[config.mk]
export PLATFORM = sky130hd
export DESIGN_NAME = rpn_stack_eval
export DESIGN_NICKNAME = d
export VERILOG_FILES = /design/src/rtl/rpn_pkg.sv /design/src/rtl/rpn_alu.sv /design/src/rtl/rpn_stack_eval.sv
export SDC_FILE = /design/constraint.sdc
export NUM_CORES = 1
export LEC_CHECK = 0
export ABC_AREA = 1
export BUFFER_PORTS_ARGS = -buffer_cell sky130_fd_sc_hd__buf_2
export CAP_MARGIN = 20
export CELL_PAD_IN_SITES_DETAIL_PLACEMENT = 0
export CELL_PAD_IN_SITES_GLOBAL_PLACEMENT = 1
export CORE_MARGIN = 4
export CORE_UTILIZATION = 48
export DETAILED_ROUTE_END_ITERATION = 8
export GPL_TIMING_DRIVEN = 0
export PLACE_DENSITY = 0.79
export SLEW_MARGIN = 20
export SYNTH_ARGS = -nofsm -noshare
export SYNTH_HDL_FRONTEND = slang
export SYNTH_SLANG_ARGS = --single-unit
[constraint.sdc]
create_clock -name clk -period 7 [get_ports clk]
set_input_delay 0.7 -clock clk [delete_from_list [all_inputs] [get_ports clk]]
set_output_delay 0.7 -clock clk [all_outputs]
set_load 0.01 [all_outputs]
[src/rtl/rpn_pkg.sv]
// Shared definitions for the RPN calculator: operator tokens, evaluator
// FSM states and default datapath sizing.
package rpn_pkg;

    localparam int RPN_WIDTH = 16;
    localparam int RPN_DEPTH = 8;
    localparam int RPN_PTR_W = 3;

    typedef enum logic [1:0] {
        OP_ADD = 2'b00,
        OP_SUB = 2'b01,
        OP_MUL = 2'b10,
        OP_CLR = 2'b11
    } op_e;

    typedef enum logic [1:0] {
        S_IDLE  = 2'b00,
        S_FETCH = 2'b01,
        S_EXEC  = 2'b10,
        S_WRITE = 2'b11
    } state_e;

endpackage

[src/rtl/rpn_alu.sv]
// Combinational binary-operator unit for the RPN evaluator.
// Unsigned arithmetic, modulo 2^WIDTH; CLR never reaches this unit.
module rpn_alu
    import rpn_pkg::*;
#(
    parameter int WIDTH = RPN_WIDTH
) (
    input  logic [WIDTH-1:0] a,
    input  logic [WIDTH-1:0] b,
    input  logic [1:0]       op,
    output logic [WIDTH-1:0] r
);

    // Select the operator result; products keep only the low WIDTH bits.
    always_comb begin
        r = '0;
        case (op_e'(op))
            OP_ADD:  r = a + b;
            OP_SUB:  r = a - b;
            OP_MUL:  r = a * b;
            default: r = '0;
        endcase
    end

endmodule

[src/rtl/rpn_stack_eval.sv]
// RPN operand stack and operator sequencer. Operands are pushed in one
// cycle; binary operators run IDLE -> FETCH -> EXEC -> WRITE.
module rpn_stack_eval
    import rpn_pkg::*;
#(
    parameter int WIDTH = RPN_WIDTH,
    parameter int DEPTH = RPN_DEPTH,
    parameter int PTR_W = RPN_PTR_W
) (
    input  logic               clk,
    input  logic               rst_n,
    input  logic               num_valid,
    input  logic [WIDTH-1:0]   num_in,
    input  logic               op_valid,
    input  logic [1:0]         op,
    output logic [WIDTH-1:0]   top,
    output logic [PTR_W:0]     depth,
    output logic               busy,
    output logic               result_valid,
    output logic               err_overflow,
    output logic               err_underflow,
    output logic               err_drop
);

    localparam logic [PTR_W:0]   DEPTH_C = (PTR_W+1)'(DEPTH);
    localparam logic [PTR_W:0]   ONE_C   = (PTR_W+1)'(1);
    localparam logic [PTR_W:0]   TWO_C   = (PTR_W+1)'(2);
    localparam logic [PTR_W-1:0] IDX1_C  = PTR_W'(1);
    localparam logic [PTR_W-1:0] IDX2_C  = PTR_W'(2);

    logic [WIDTH-1:0] mem [DEPTH];

    state_e           state_q;
    op_e              op_q;
    logic [PTR_W:0]   depth_q;
    logic [WIDTH-1:0] top_q;
    logic [WIDTH-1:0] a_q;
    logic [WIDTH-1:0] b_q;
    logic [WIDTH-1:0] r_q;
    logic             busy_q;
    logic             result_valid_q;
    logic             err_overflow_q;
    logic             err_underflow_q;
    logic             err_drop_q;

    logic [WIDTH-1:0] alu_r;
    logic [PTR_W-1:0] wr_idx;
    logic [PTR_W-1:0] rd_a_idx;
    logic [PTR_W-1:0] rd_b_idx;
    logic             full;
    logic             clr_req;
    logic             push_req;

    // Stack addressing and request decode; CLR in IDLE swallows a same-cycle push.
    always_comb begin
        wr_idx   = depth_q[PTR_W-1:0];
        rd_b_idx = wr_idx - IDX1_C;
        rd_a_idx = wr_idx - IDX2_C;
        full     = (depth_q == DEPTH_C);
        clr_req  = op_valid && (op == OP_CLR);
        push_req = (state_q == S_IDLE) && num_valid && !clr_req;
    end

    rpn_alu #(
        .WIDTH (WIDTH)
    ) u_alu (
        .a  (a_q),
        .b  (b_q),
        .op (op_q),
        .r  (alu_r)
    );

    // Stack storage: operand pushes in IDLE, result write-back in WRITE.
    always_ff @(posedge clk) begin
        if (push_req && !full) begin
            mem[wr_idx] <= num_in;
        end else if (state_q == S_WRITE) begin
            mem[rd_a_idx] <= r_q;
        end
    end

    // Operator sequencer with stack pointer, top-of-stack and sticky error flags.
    always_ff @(posedge clk or negedge rst_n) begin
        if (!rst_n) begin
            state_q         <= S_IDLE;
            op_q            <= OP_ADD;
            depth_q         <= '0;
            top_q           <= '0;
            a_q             <= '0;
            b_q             <= '0;
            r_q             <= '0;
            busy_q          <= 1'b0;
            result_valid_q  <= 1'b0;
            err_overflow_q  <= 1'b0;
            err_underflow_q <= 1'b0;
            err_drop_q      <= 1'b0;
        end else begin
            result_valid_q <= 1'b0;
            case (state_q)
                S_IDLE: begin
                    if (clr_req) begin
                        depth_q         <= '0;
                        top_q           <= '0;
                        err_overflow_q  <= 1'b0;
                        err_underflow_q <= 1'b0;
                        err_drop_q      <= 1'b0;
                    end else begin
                        // A same-cycle push lands first so FETCH sees the post-push depth.
                        if (num_valid) begin
                            if (!full) begin
                                depth_q <= depth_q + ONE_C;
                                top_q   <= num_in;
                            end else begin
                                err_overflow_q <= 1'b1;
                            end
                        end
                        if (op_valid) begin
                            op_q    <= op_e'(op);
                            state_q <= S_FETCH;
                            busy_q  <= 1'b1;
                        end
                    end
                end
                S_FETCH: begin
                    if (depth_q < TWO_C) begin
                        err_underflow_q <= 1'b1;
                        state_q         <= S_IDLE;
                        busy_q          <= 1'b0;
                    end else begin
                        a_q     <= mem[rd_a_idx];
                        b_q     <= mem[rd_b_idx];
                        state_q <= S_EXEC;
                    end
                end
                S_EXEC: begin
                    r_q     <= alu_r;
                    state_q <= S_WRITE;
                end
                S_WRITE: begin
                    top_q          <= r_q;
                    depth_q        <= depth_q - ONE_C;
                    result_valid_q <= 1'b1;
                    state_q        <= S_IDLE;
                    busy_q         <= 1'b0;
                end
                default: begin
                    state_q <= S_IDLE;
                    busy_q  <= 1'b0;
                end
            endcase
            if ((state_q != S_IDLE) && (num_valid || op_valid)) begin
                err_drop_q <= 1'b1;
            end
        end
    end

    assign top           = top_q;
    assign depth         = depth_q;
    assign busy          = busy_q;
    assign result_valid  = result_valid_q;
    assign err_overflow  = err_overflow_q;
    assign err_underflow = err_underflow_q;
    assign err_drop      = err_drop_q;

endmodule

==> impl_metrics.prom, run 1 <==
# TYPE chip_impl_metric gauge
chip_impl_info{name="outcome",value="completed"} 1
chip_impl_metric{name="use_met3",unit=""} 0.02802
chip_impl_metric{name="synth_edf_count",unit=""} 128
chip_impl_metric{name="die_h",unit="um"} 184.7
chip_impl_metric{name="grt_pass1_vias",unit=""} 13070
chip_impl_metric{name="layout_min_cycle_time",unit="ps"} 6259
chip_impl_metric{name="clkSlewWorstSetupHoldPaths",unit="ps"} 60
chip_impl_info{name="synth.top_cells.by_count",value="sky130_fd_sc_hd__nand2_1, sky130_fd_sc_hd__inv_1, sky130_fd_sc_hd__o21ai_0"} 1
chip_impl_metric{name="globalRouteMet2Util",unit=""} 0.4852
chip_impl_metric{name="core_area",unit="um2"} 30670
chip_impl_metric{name="number_of_buffers_added_on_ports",unit=""} 46
chip_impl_metric{name="register_bit_count_reported_by_yosys",unit=""} 205
chip_impl_metric{name="routed_wl",unit="mm"} 47.60
chip_impl_metric{name="globalRoute.totalOverflow",unit=""} 0
chip_impl_metric{name="setup_viol_count_final",unit=""} 0
chip_impl_metric{name="synth_top_area_share",unit=""} 0.2565
chip_impl_metric{name="final_nets",unit=""} 2101
chip_impl_metric{name="floorplan.io_pins",unit=""} 47
chip_impl_metric{name="place.detailed.instances",unit=""} 2299
chip_impl_metric{name="timing.critical_path.fanout_max",unit=""} 10
chip_impl_info{name="synth_area_leader_cell",value="sky130_fd_sc_hd__edfxtp_1"} 1
chip_impl_metric{name="synthesis.area_per_instance",unit="um2"} 8.110
chip_impl_metric{name="drt_iter0_markers",unit=""} 1183
chip_impl_metric{name="slew_violations",unit=""} 0
chip_impl_info{name="grt_busiest_layer",value="met2"} 1
chip_impl_metric{name="firstDrtPassIters",unit=""} 5
chip_impl_info{name="hold_path_class",value="in2async"} 1
chip_impl_metric{name="syn_inst",unit=""} 1848
chip_impl_metric{name="worst_ep_arrival_time",unit="ps"} 6650
chip_impl_metric{name="drive_above_1_share",unit=""} 0.07419
chip_impl_metric{name="post_drt_wl_per_cell",unit="um"} 20.37
chip_impl_metric{name="finalCritPeriodShare",unit=""} 0.8941
chip_impl_metric{name="route.antenna.remaining_nets",unit=""} 0
chip_impl_info{name="timing.setup.critical_path_class",value="reg2reg"} 1
chip_impl_metric{name="cts_resized",unit=""} 0
chip_impl_metric{name="fillers",unit=""} 2946
chip_impl_metric{name="slew_headroom",unit=""} 0.4143
chip_impl_metric{name="groute.layer.met1.usage",unit=""} 0.3736
chip_impl_metric{name="max_cap_violations",unit=""} 0
chip_impl_info{name="crit_path_start_kind",value="register"} 1
chip_impl_metric{name="worst_pin_slew",unit="ps"} 878.6
chip_impl_info{name="synth_most_common_cell",value="sky130_fd_sc_hd__nand2_1"} 1
chip_impl_metric{name="initial_core_util",unit=""} 0.4887
chip_impl_metric{name="die_w",unit="um"} 184.7
chip_impl_metric{name="detailroute.via_count",unit=""} 13120
chip_impl_metric{name="place.gp.congestion",unit=""} 0.9025
chip_impl_metric{name="final_hold_viols",unit=""} 0
chip_impl_info{name="tritoncts",value="done"} 1
chip_impl_info{name="netlist_top_cells_area",value="sky130_fd_sc_hd__edfxtp_1, sky130_fd_sc_hd__dfrtp_1, sky130_fd_sc_hd__fa_1"} 1
chip_impl_info{name="rsz0062_at_grt",value="no"} 1
chip_impl_metric{name="synth-seq-area-share",unit=""} 0.3850
chip_impl_metric{name="tns",unit="ps"} 0
chip_impl_info{name="synth_top_flop_cell",value="sky130_fd_sc_hd__edfxtp_1"} 1
chip_impl_metric{name="global_route_wire_length_before_repair",unit="mm"} 74.30
chip_impl_metric{name="grt_antenna_before_repair",unit=""} 0
chip_impl_metric{name="globalRouteTotalUtil",unit=""} 0.2828
chip_impl_metric{name="remaining_drc_errors",unit=""} 0
chip_impl_metric{name="cts.repair_timing.setup_buffer_count",unit=""} 0
chip_impl_info{name="critical_path.endpoint_type",value="register"} 1
chip_impl_metric{name="area_delta_synth_final",unit="%"} 10.48
chip_impl_metric{name="numCtsBuffers",unit=""} 22
chip_impl_metric{name="insertedDiodeCount",unit=""} 0
chip_impl_metric{name="cts_hold_repair.buffers",unit=""} 0
chip_impl_metric{name="post_layout_nonfiller_instances",unit=""} 2337
chip_impl_metric{name="via_per_inst",unit=""} 5.615
chip_impl_metric{name="max_freq",unit="GHz"} 0.1598
chip_impl_metric{name="dp_hpwl",unit="mm"} 36.20
chip_impl_metric{name="mapped_cell_area",unit="um2"} 14990
chip_impl_metric{name="grt_max_degree",unit=""} 44
chip_impl_metric{name="cts_buffer_depth",unit=""} 3
chip_impl_metric{name="synth_nets",unit=""} 2022
chip_impl_metric{name="worst_ep_required_time",unit="ps"} 7390
chip_impl_metric{name="sinks_on_clock_net",unit=""} 205
chip_impl_metric{name="synth.yosys.warnings",unit=""} 0
chip_impl_info{name="cts-root-buf",value="sky130_fd_sc_hd__clkbuf_16"} 1
chip_impl_metric{name="std_cell_rows",unit=""} 64
chip_impl_metric{name="post_synthesis_async_set_or_reset_flop_share",unit=""} 0.3756
chip_impl_metric{name="die-area",unit="um2"} 34110
chip_impl_metric{name="htree_num_levels",unit=""} 1
chip_impl_metric{name="clk_latency",unit="ps"} 510
chip_impl_metric{name="ys_types",unit=""} 46
chip_impl_metric{name="worst_clock_skew",unit="ps"} 12.81
final cells by class:
cell class,count,area [um2],share of cell area
multi-input cells,1206,7528,0.4547
flip-flops and latches,205,5771,0.3485
inverters,338,1269,0.07663
clock buffers,25,583.1,0.03522
well taps,396,495.5,0.02993
plain buffers,99,446.7,0.02698
repair buffers,55,350.3,0.02116
clock inverters,13,113.9,0.006877
placed cells by master (no fill, tap or decap), types with 5 or more instances in the layout:
cell type / Yosys / routed
sky130_fd_sc_hd__a31oi_1: 28 / 28
sky130_fd_sc_hd__buf_1: 12 / 12
sky130_fd_sc_hd__buf_4: 10 / 11
sky130_fd_sc_hd__nor2_2: 3 / 11
sky130_fd_sc_hd__inv_1: 334 / 334
sky130_fd_sc_hd__buf_6: 2 / 8
sky130_fd_sc_hd__nor3_1: 5 / 5
sky130_fd_sc_hd__nand3b_1: 7 / 7
sky130_fd_sc_hd__clkinv_1: 2 / 6
sky130_fd_sc_hd__nor2_1: 106 / 98
sky130_fd_sc_hd__clkbuf_1: 57 / 59
sky130_fd_sc_hd__o211ai_1: 32 / 32
sky130_fd_sc_hd__xor2_1: 18 / 18
sky130_fd_sc_hd__fa_1: 81 / 81
sky130_fd_sc_hd__o21ai_0: 192 / 192
sky130_fd_sc_hd__o221ai_1: 6 / 6
sky130_fd_sc_hd__clkinv_2: 0 / 6
sky130_fd_sc_hd__dfrtp_1: 77 / 77
sky130_fd_sc_hd__edfxtp_1: 128 / 128
sky130_fd_sc_hd__nand3_1: 101 / 101
sky130_fd_sc_hd__nand2_1: 385 / 385
sky130_fd_sc_hd__a21oi_1: 131 / 131
sky130_fd_sc_hd__ha_1: 71 / 71
sky130_fd_sc_hd__clkbuf_16: 0 / 23
sky130_fd_sc_hd__buf_2: 17 / 62
sky130_fd_sc_hd__nand2_2: 6 / 6
registers in the layout, summed over array words and instances (netlist names), named ones only:
register       count
result_valid       1
top               16
err_overflow       1
b_q               16
mem              128
depth              4
a_q               16
err_drop           1
err_underflow      1
state_q            1
op_q               2
r_q               16
busy               1
stage by stage:
step           setup slack, ps  cell area [um2]  hold slack [ps]    util
3_3_place_gp             775.9            15710            458.3  0.5123
3_5_place_dp             692.8            15850            474.8  0.5169
5_1_grt                  382.2            16560            187.2  0.5399
2_1_floorplan             1778            14990            404.4       -
6_report                 741.4            16560            156.4  0.5399
4_1_cts                  690.8            16550            156.1  0.5396
layer usage:
layer  share of wire  wire length (um)
met4           0.042              2020
met3           0.066              3126
met2            0.48             22960
met1            0.41             19490
met5               0                 0
cell families (layout without fill, tap and decap cells):
logic type | Yosys count | after routing | share of synthesized area
adders and majority gates | 152 | 152 | 0.1675
and+or+nand+nor | 628 | 628 | 0.1737
xor gates and xnor gates | 22 | 22 | 0.01286
buffers and inverters | 437 | 530 | 0.1145
DFF | 205 | 205 | 0.3850
AOI/OAI and AO/OA | 404 | 404 | 0.1465
critical path: stages (launching register included):
cell,delay [ps]
sky130_fd_sc_hd__dfrtp_1,320
sky130_fd_sc_hd__buf_4,210
sky130_fd_sc_hd__clkbuf_1,490
sky130_fd_sc_hd__nand2_1,160
sky130_fd_sc_hd__fa_1,540
sky130_fd_sc_hd__fa_1,560
sky130_fd_sc_hd__inv_1,70
sky130_fd_sc_hd__fa_1,490
sky130_fd_sc_hd__fa_1,530
sky130_fd_sc_hd__fa_1,500
sky130_fd_sc_hd__inv_1,60
sky130_fd_sc_hd__fa_1,540
sky130_fd_sc_hd__inv_1,60
sky130_fd_sc_hd__ha_1,350
sky130_fd_sc_hd__nand2_1,100
sky130_fd_sc_hd__nor2_1,140
sky130_fd_sc_hd__nand3_1,110
sky130_fd_sc_hd__nand3_1,110
sky130_fd_sc_hd__nand2_1,80
sky130_fd_sc_hd__nand2_1,70
sky130_fd_sc_hd__nand2_1,100
sky130_fd_sc_hd__nand2_1,130
sky130_fd_sc_hd__nand3_1,90
sky130_fd_sc_hd__nand3_1,90
sky130_fd_sc_hd__nand2_1,130
sky130_fd_sc_hd__nand2_1,100
sky130_fd_sc_hd__nand2_1,50
final timing paths:
kind                       startpoint       end  slack, ps  cells past startpoint
max                            b_q[1]   r_q[15]        740                     26
min                             rst_n   r_q[12]        160                      1
max reg2reg                    b_q[1]   r_q[15]        740                     26
min reg2reg                    r_q[8]    r_q[8]        490                      2
max in group asynchronous       rst_n   a_q[10]       6230                      2
min in group clk            num_valid  err_drop        450                      3
Power of run 1 is not shown: default switching activity piles up to over one toggle a cycle in this logic, so the estimate is an artifact.
==> inputs of run 2 (changes only) <==
--- a/config.mk
+++ b/config.mk
@@ -10,10 +10,11 @@
 export CAP_MARGIN = 20
 export CELL_PAD_IN_SITES_DETAIL_PLACEMENT = 0
 export CELL_PAD_IN_SITES_GLOBAL_PLACEMENT = 1
-export CORE_MARGIN = 4
+export CORE_MARGIN = 5
 export CORE_UTILIZATION = 48
 export DETAILED_ROUTE_END_ITERATION = 8
 export GPL_TIMING_DRIVEN = 0
+export MAX_ROUTING_LAYER = met4
 export PLACE_DENSITY = 0.79
 export SLEW_MARGIN = 20
 export SYNTH_ARGS = -nofsm -noshare
==> impl_metrics.prom, run 2 (synthesized netlist as in run 1, its figures left out) <==
# TYPE chip_impl_metric gauge
chip_impl_metric{name="multi_input_comb_area",unit="um2"} 7533
chip_impl_metric{name="worst_ep_required_time",unit="ps"} 7400
chip_impl_info{name="timing.setup.critical_path_class",value="reg2reg"} 1
chip_impl_metric{name="area_delta_synth_final",unit="%"} 11.42
chip_impl_metric{name="routedLengthMet1",unit="mm"} 19.28
chip_impl_metric{name="clk_latency",unit="ps"} 510
chip_impl_info{name="top_layer",value="met4"} 1
chip_impl_metric{name="cts_buffer_depth",unit=""} 3
chip_impl_info{name="crit_path_start_kind",value="register"} 1
chip_impl_info{name="tritoncts",value="done"} 1
chip_impl_metric{name="globalRouteTotalUtil",unit=""} 0.2803
chip_impl_metric{name="detailroute.via_count",unit=""} 13010
chip_impl_metric{name="route.antenna.remaining_nets",unit=""} 0
chip_impl_metric{name="cts_resized",unit=""} 0
chip_impl_metric{name="tns",unit="ps"} 0
chip_impl_info{name="layout_common_cells",value="sky130_fd_sc_hd__nand2_1, sky130_fd_sc_hd__inv_1, sky130_fd_sc_hd__o21ai_0"} 1
chip_impl_metric{name="sinks_on_clock_net",unit=""} 205
chip_impl_metric{name="die-area",unit="um2"} 34860
chip_impl_info{name="cts-root-buf",value="sky130_fd_sc_hd__clkbuf_16"} 1
chip_impl_info{name="outcome",value="completed"} 1
chip_impl_metric{name="final_hold_viols",unit=""} 0
chip_impl_metric{name="clkSlewWorstSetupHoldPaths",unit="ps"} 60
chip_impl_metric{name="final_nets",unit=""} 2101
chip_impl_metric{name="initial_core_util",unit=""} 0.4874
chip_impl_metric{name="place.gp.congestion",unit=""} 0.9356
chip_impl_metric{name="timing.critical_path.fanout_max",unit=""} 10
chip_impl_metric{name="remaining_drc_errors",unit=""} 0
chip_impl_metric{name="die_w",unit="um"} 186.7
chip_impl_metric{name="firstDrtPassIters",unit=""} 6
chip_impl_info{name="mostFrequentLayoutCell",value="sky130_fd_sc_hd__nand2_1"} 1
chip_impl_metric{name="htree_num_levels",unit=""} 1
chip_impl_metric{name="max_freq",unit="GHz"} 0.1616
chip_impl_metric{name="met3WireLength",unit="mm"} 3.031
chip_impl_metric{name="slew_violations",unit=""} 0
chip_impl_metric{name="std_cell_rows",unit=""} 64
chip_impl_metric{name="die_h",unit="um"} 186.7
chip_impl_metric{name="met2_length",unit="mm"} 23.52
chip_impl_metric{name="global_route_wire_length_before_repair",unit="mm"} 74.42
chip_impl_metric{name="routed_wl",unit="mm"} 47.84
chip_impl_metric{name="drt_iter0_markers",unit=""} 1243
chip_impl_metric{name="dp_hpwl",unit="mm"} 36.48
chip_impl_metric{name="setup_viol_count_final",unit=""} 0
chip_impl_metric{name="insertedDiodeCount",unit=""} 0
chip_impl_metric{name="cts_hold_repair.buffers",unit=""} 0
chip_impl_metric{name="finalCritPeriodShare",unit=""} 0.8841
chip_impl_info{name="critical_path.endpoint_type",value="register"} 1
chip_impl_metric{name="drive_above_1_share",unit=""} 0.07617
chip_impl_metric{name="worst_clock_skew",unit="ps"} 11.75
chip_impl_metric{name="grt_pass1_vias",unit=""} 12990
chip_impl_info{name="rsz0062_at_grt",value="no"} 1
chip_impl_metric{name="core_area",unit="um2"} 30750
chip_impl_metric{name="grt_antenna_before_repair",unit=""} 0
chip_impl_metric{name="cts.repair_timing.setup_buffer_count",unit=""} 0
chip_impl_metric{name="slew_headroom",unit=""} 0.4333
chip_impl_metric{name="worst_ep_arrival_time",unit="ps"} 6590
chip_impl_metric{name="globalRoute.totalOverflow",unit=""} 0
chip_impl_info{name="timing.critical_path.slowest_stage_cell",value="sky130_fd_sc_hd__fa_1"} 1
chip_impl_metric{name="post_drt_wl_per_cell",unit="um"} 20.45
chip_impl_metric{name="layout_min_cycle_time",unit="ps"} 6189
chip_impl_metric{name="largest_register_ff_count",unit=""} 128
chip_impl_metric{name="number_of_buffers_added_on_ports",unit=""} 46
chip_impl_metric{name="via_per_inst",unit=""} 5.562
chip_impl_metric{name="timing.critical_path.slowest_cell_delay",unit="ps"} 590
chip_impl_metric{name="fillers",unit=""} 2957
chip_impl_metric{name="max_cap_violations",unit=""} 0
chip_impl_metric{name="grt_max_degree",unit=""} 47
chip_impl_metric{name="floorplan.io_pins",unit=""} 47
chip_impl_metric{name="worst_pin_slew",unit="ps"} 850.1
chip_impl_metric{name="area_taken_by_flip_flops_and_latches",unit="um2"} 5771
chip_impl_info{name="critPathMostFrequentCell",value="sky130_fd_sc_hd__nand2_1"} 1
chip_impl_info{name="hold_path_class",value="in2async"} 1
chip_impl_metric{name="numCtsBuffers",unit=""} 23
chip_impl_info{name="largest-register",value="mem"} 1
-- run 2: changes by cell type in the layout (fill, tap and decap cells not counted), sizes merged --
cell	before	now
buf	96	95
clkinv	12	7
bufinv	2	6
clkinvlp	0	4
-- run 2: worst paths after layout --
| path | slack [ps] | depth (start not counted) | endpoint | from |
|---|---|---|---|---|
| min reg2reg | 480 | 1 | state_q[0] | state_q[0] |
| max in group asynchronous | 6260 | 2 | b_q[12] | rst_n |
| min | 140 | 1 | r_q[7] | rst_n |
| min in group clk | 450 | 3 | err_drop | num_valid |
| max reg2reg | 810 | 26 | r_q[15] | b_q[1] |
| max | 810 | 26 | r_q[15] | b_q[1] |
-- run 2: area by class of cell --
class,count,share of cell area
multi-input combinational,1206,0.4511
sequential,205,0.3456
inverter,338,0.07598
clock buffer,25,0.03492
tap,396,0.02967
buffer,99,0.02675
timing repair buffer,54,0.02165
clock inverter,16,0.01431
-- run 2: metrics by stage --
| step | util | hold slack [ps] | instance area [um2] | std cells | setup WS, ps |
|---|---|---|---|---|---|
| 2_1_floorplan | - | 404.4 | 14990 | 1848 | 1778 |
| 3_3_place_gp | 0.5110 | 465.6 | 15710 | 2290 | 758.1 |
| 3_5_place_dp | 0.5163 | 465.3 | 15880 | 2298 | 734.5 |
| 4_1_cts | 0.5431 | 145.4 | 16700 | 2339 | 742.6 |
| 5_1_grt | 0.5431 | 163.6 | 16700 | 2339 | 259.3 |
| 6_report | 0.5431 | 138.1 | 16700 | 2339 | 811.2 |
-- run 2: critical path: cells and delay by family (launching register included) --
kind          cells  cell delay (ps)
fa+ha+maj         7             3480
simple gates     14             1420
buf+inv           5              860
flops             1              320
-- run 2: layer usage --
metal,vias to the layer above,track usage
met5,-,-
met1,6262,0.3533
met3,108,0.02616
met4,0,0.1078
met2,495,0.4721
li1,6144,-
Power of run 2 is left out for the same reason.
==> inputs of run 3 (changes only) <==
--- a/config.mk
+++ b/config.mk
@@ -10,12 +10,13 @@
 export CAP_MARGIN = 20
 export CELL_PAD_IN_SITES_DETAIL_PLACEMENT = 0
 export CELL_PAD_IN_SITES_GLOBAL_PLACEMENT = 1
+export CORE_ASPECT_RATIO = 1.75
 export CORE_MARGIN = 5
-export CORE_UTILIZATION = 48
+export CORE_UTILIZATION = 52
 export DETAILED_ROUTE_END_ITERATION = 8
 export GPL_TIMING_DRIVEN = 0
 export MAX_ROUTING_LAYER = met4
-export PLACE_DENSITY = 0.79
+export PLACE_DENSITY = 0.85
 export SLEW_MARGIN = 20
 export SYNTH_ARGS = -nofsm -noshare
 export SYNTH_HDL_FRONTEND = slang
==> constraint.sdc (replaced) <==
create_clock -name clk -period 8 [get_ports clk]
set_input_delay 0.8 -clock clk [delete_from_list [all_inputs] [get_ports clk]]
set_output_delay 0.8 -clock clk [all_outputs]
set_load 0.01 [all_outputs]
==> impl_metrics.prom, run 3 (synthesized netlist as in run 1, its figures left out) <==
# TYPE chip_impl_metric gauge
chip_impl_info{name="outcome",value="completed"} 1
chip_impl_metric{name="route.antenna.remaining_nets",unit=""} 0
chip_impl_info{name="rsz0062_at_grt",value="no"} 1
chip_impl_metric{name="setup.reg_to_reg.worst_slack",unit="ps"} 1900
chip_impl_metric{name="tns",unit="ps"} 0
chip_impl_metric{name="detailroute.via_count",unit=""} 13070
chip_impl_metric{name="worst_ep_required_time",unit="ps"} 8410
chip_impl_metric{name="via_per_inst",unit=""} 5.645
chip_impl_metric{name="cts_hold_repair.buffers",unit=""} 0
chip_impl_metric{name="finalCritPeriodShare",unit=""} 0.7629
chip_impl_metric{name="cts_resized",unit=""} 0
chip_impl_metric{name="die_h",unit="um"} 234.6
chip_impl_info{name="hold_path_class",value="in2async"} 1
chip_impl_metric{name="grt_antenna_before_repair",unit=""} 1
chip_impl_metric{name="place.detailed.instances",unit=""} 2281
chip_impl_metric{name="die_w",unit="um"} 138.3
chip_impl_metric{name="number_of_buffers_added_on_ports",unit=""} 46
chip_impl_metric{name="initial_core_util",unit=""} 0.5254
chip_impl_metric{name="hold_slack",unit="ps"} 238.6
chip_impl_metric{name="die-area",unit="um2"} 32450
chip_impl_info{name="tritoncts",value="done"} 1
chip_impl_metric{name="clkSlewWorstSetupHoldPaths",unit="ps"} 70
chip_impl_metric{name="globalRoute.totalOverflow",unit=""} 0
chip_impl_metric{name="post_drt_wl_per_cell",unit="um"} 21.97
chip_impl_metric{name="max_cap_violations",unit=""} 0
chip_impl_metric{name="std_cell_rows",unit=""} 82
chip_impl_info{name="largest-register",value="mem"} 1
chip_impl_metric{name="final_nets",unit=""} 2098
chip_impl_metric{name="slew_violations",unit=""} 0
chip_impl_metric{name="drt_iter0_markers",unit=""} 1157
chip_impl_metric{name="numCtsBuffers",unit=""} 19
chip_impl_metric{name="worst_pin_slew",unit="ps"} 1165
chip_impl_metric{name="global_route_wire_length_before_repair",unit="mm"} 75.86
chip_impl_metric{name="worst_ep_arrival_time",unit="ps"} 6510
chip_impl_metric{name="area_taken_by_flip_flops_and_latches",unit="um2"} 5771
chip_impl_metric{name="layout_min_cycle_time",unit="ps"} 6103
chip_impl_metric{name="cts.repair_timing.setup_buffer_count",unit=""} 0
chip_impl_info{name="crit_path_start_kind",value="register"} 1
chip_impl_info{name="layout_common_cells",value="sky130_fd_sc_hd__nand2_1, sky130_fd_sc_hd__inv_1, sky130_fd_sc_hd__o21ai_0"} 1
chip_impl_info{name="mostFrequentLayoutCell",value="sky130_fd_sc_hd__nand2_1"} 1
chip_impl_metric{name="routed_wl",unit="mm"} 50.86
chip_impl_metric{name="fillers",unit=""} 2699
chip_impl_metric{name="worst_clock_skew",unit="ps"} 12.11
chip_impl_metric{name="timing.critical_path.fanout_max",unit=""} 10
chip_impl_metric{name="remaining_drc_errors",unit=""} 0
chip_impl_metric{name="clk_latency",unit="ps"} 510
chip_impl_metric{name="globalRouteTotalUtil",unit=""} 0.3199
chip_impl_metric{name="grt_pass1_vias",unit=""} 13330
chip_impl_metric{name="place.gp.congestion",unit=""} 1.062
chip_impl_metric{name="final_hold_viols",unit=""} 0
chip_impl_metric{name="htree_num_levels",unit=""} 1
chip_impl_metric{name="slew_headroom",unit=""} 0.2175
chip_impl_metric{name="floorplan.io_pins",unit=""} 47
chip_impl_metric{name="grt_max_degree",unit=""} 44
chip_impl_metric{name="drive_above_1_share",unit=""} 0.07335
chip_impl_info{name="cts-root-buf",value="sky130_fd_sc_hd__clkbuf_16"} 1
chip_impl_info{name="timing.setup.critical_path_class",value="reg2reg"} 1
chip_impl_metric{name="sinks_on_clock_net",unit=""} 205
chip_impl_metric{name="dp_hpwl",unit="mm"} 40.28
chip_impl_metric{name="largest_register_ff_count",unit=""} 128
chip_impl_metric{name="post_layout_nonfiller_instances",unit=""} 2315
chip_impl_metric{name="core_area",unit="um2"} 28520
chip_impl_metric{name="area_delta_synth_final",unit="%"} 10.18
chip_impl_metric{name="firstDrtPassIters",unit=""} 8
chip_impl_metric{name="setup_viol_count_final",unit=""} 0
chip_impl_metric{name="cts_buffer_depth",unit=""} 3
chip_impl_info{name="critical_path.endpoint_type",value="register"} 1
chip_impl_metric{name="multi_input_comb_area",unit="um2"} 7521
chip_impl_metric{name="max_freq",unit="GHz"} 0.1639
==> run 3: changes by cell type in the layout (fill, tap and decap cells not counted), sizes merged <==
cell	change
buf	+1
bufinv	-2
clkbuf	-5
clkinv	-3
diode	+1
inv	+2
==> run 3: cell type report <==
class                      instances  area share
multi-input combinational       1206      0.4555
sequential                       205      0.3495
inverter                         338     0.07684
clock buffer                      20     0.02902
tap                              378     0.02864
buffer                            99     0.02705
timing repair buffer              55     0.02190
clock inverter                    13     0.01144
antenna                            1   0.0001515
==> run 3: worst paths after layout <==
path                                 start  depth (start not counted)          to
worst min register to register  state_q[0]                          1  state_q[0]
worst max register to register      b_q[1]                         26     r_q[15]
worst max-delay path                b_q[1]                         26     r_q[15]
worst min-delay path                 rst_n                          1      top[5]
min in group clk                state_q[0]                          1  state_q[0]
max in group asynchronous            rst_n                          2     a_q[10]
==> run 3: routing by layer <==
metal | global-route usage | up-vias | wire length (um)
met2 | 0.5923 | 516 | 26980
li1 | - | 6123 | -
met4 | 0.2525 | 0 | 5083
met5 | - | - | 0
met3 | 0.03293 | 241 | 2218
met1 | 0.2997 | 6188 | 16580
==> run 3: critical path: stages, from the launching register on <==
cell and delay (ps):
sky130_fd_sc_hd__dfrtp_1 320, sky130_fd_sc_hd__buf_4 210, sky130_fd_sc_hd__clkbuf_1 480, sky130_fd_sc_hd__nand2_1 180, sky130_fd_sc_hd__fa_1 530, sky130_fd_sc_hd__fa_1 600
sky130_fd_sc_hd__fa_1 460, sky130_fd_sc_hd__fa_1 560, sky130_fd_sc_hd__inv_1 60, sky130_fd_sc_hd__fa_1 500, sky130_fd_sc_hd__inv_1 60, sky130_fd_sc_hd__fa_1 510
sky130_fd_sc_hd__inv_1 60, sky130_fd_sc_hd__ha_1 370, sky130_fd_sc_hd__nand2_1 90, sky130_fd_sc_hd__nor2_1 130, sky130_fd_sc_hd__nand3_1 120, sky130_fd_sc_hd__nand3_1 110
sky130_fd_sc_hd__nand2_1 80, sky130_fd_sc_hd__nand2_1 60, sky130_fd_sc_hd__nand2_1 40, sky130_fd_sc_hd__nand2_1 90, sky130_fd_sc_hd__nand3_1 80, sky130_fd_sc_hd__nand3_1 100
sky130_fd_sc_hd__nand2_1 70, sky130_fd_sc_hd__nand2_1 70, sky130_fd_sc_hd__nand2_1 50
==> run 3: metrics by stage <==
stage	instance area [um2]	util	setup slack (ps)
finish	16510	0.5789	1897
global route	16510	0.5789	1575
CTS	16510	0.5788	1847
detailed placement	15840	0.5554	1862
global placement	15690	0.5501	1867
floorplan	14990	-	2778
Power of run 3 is left out for the same reason.
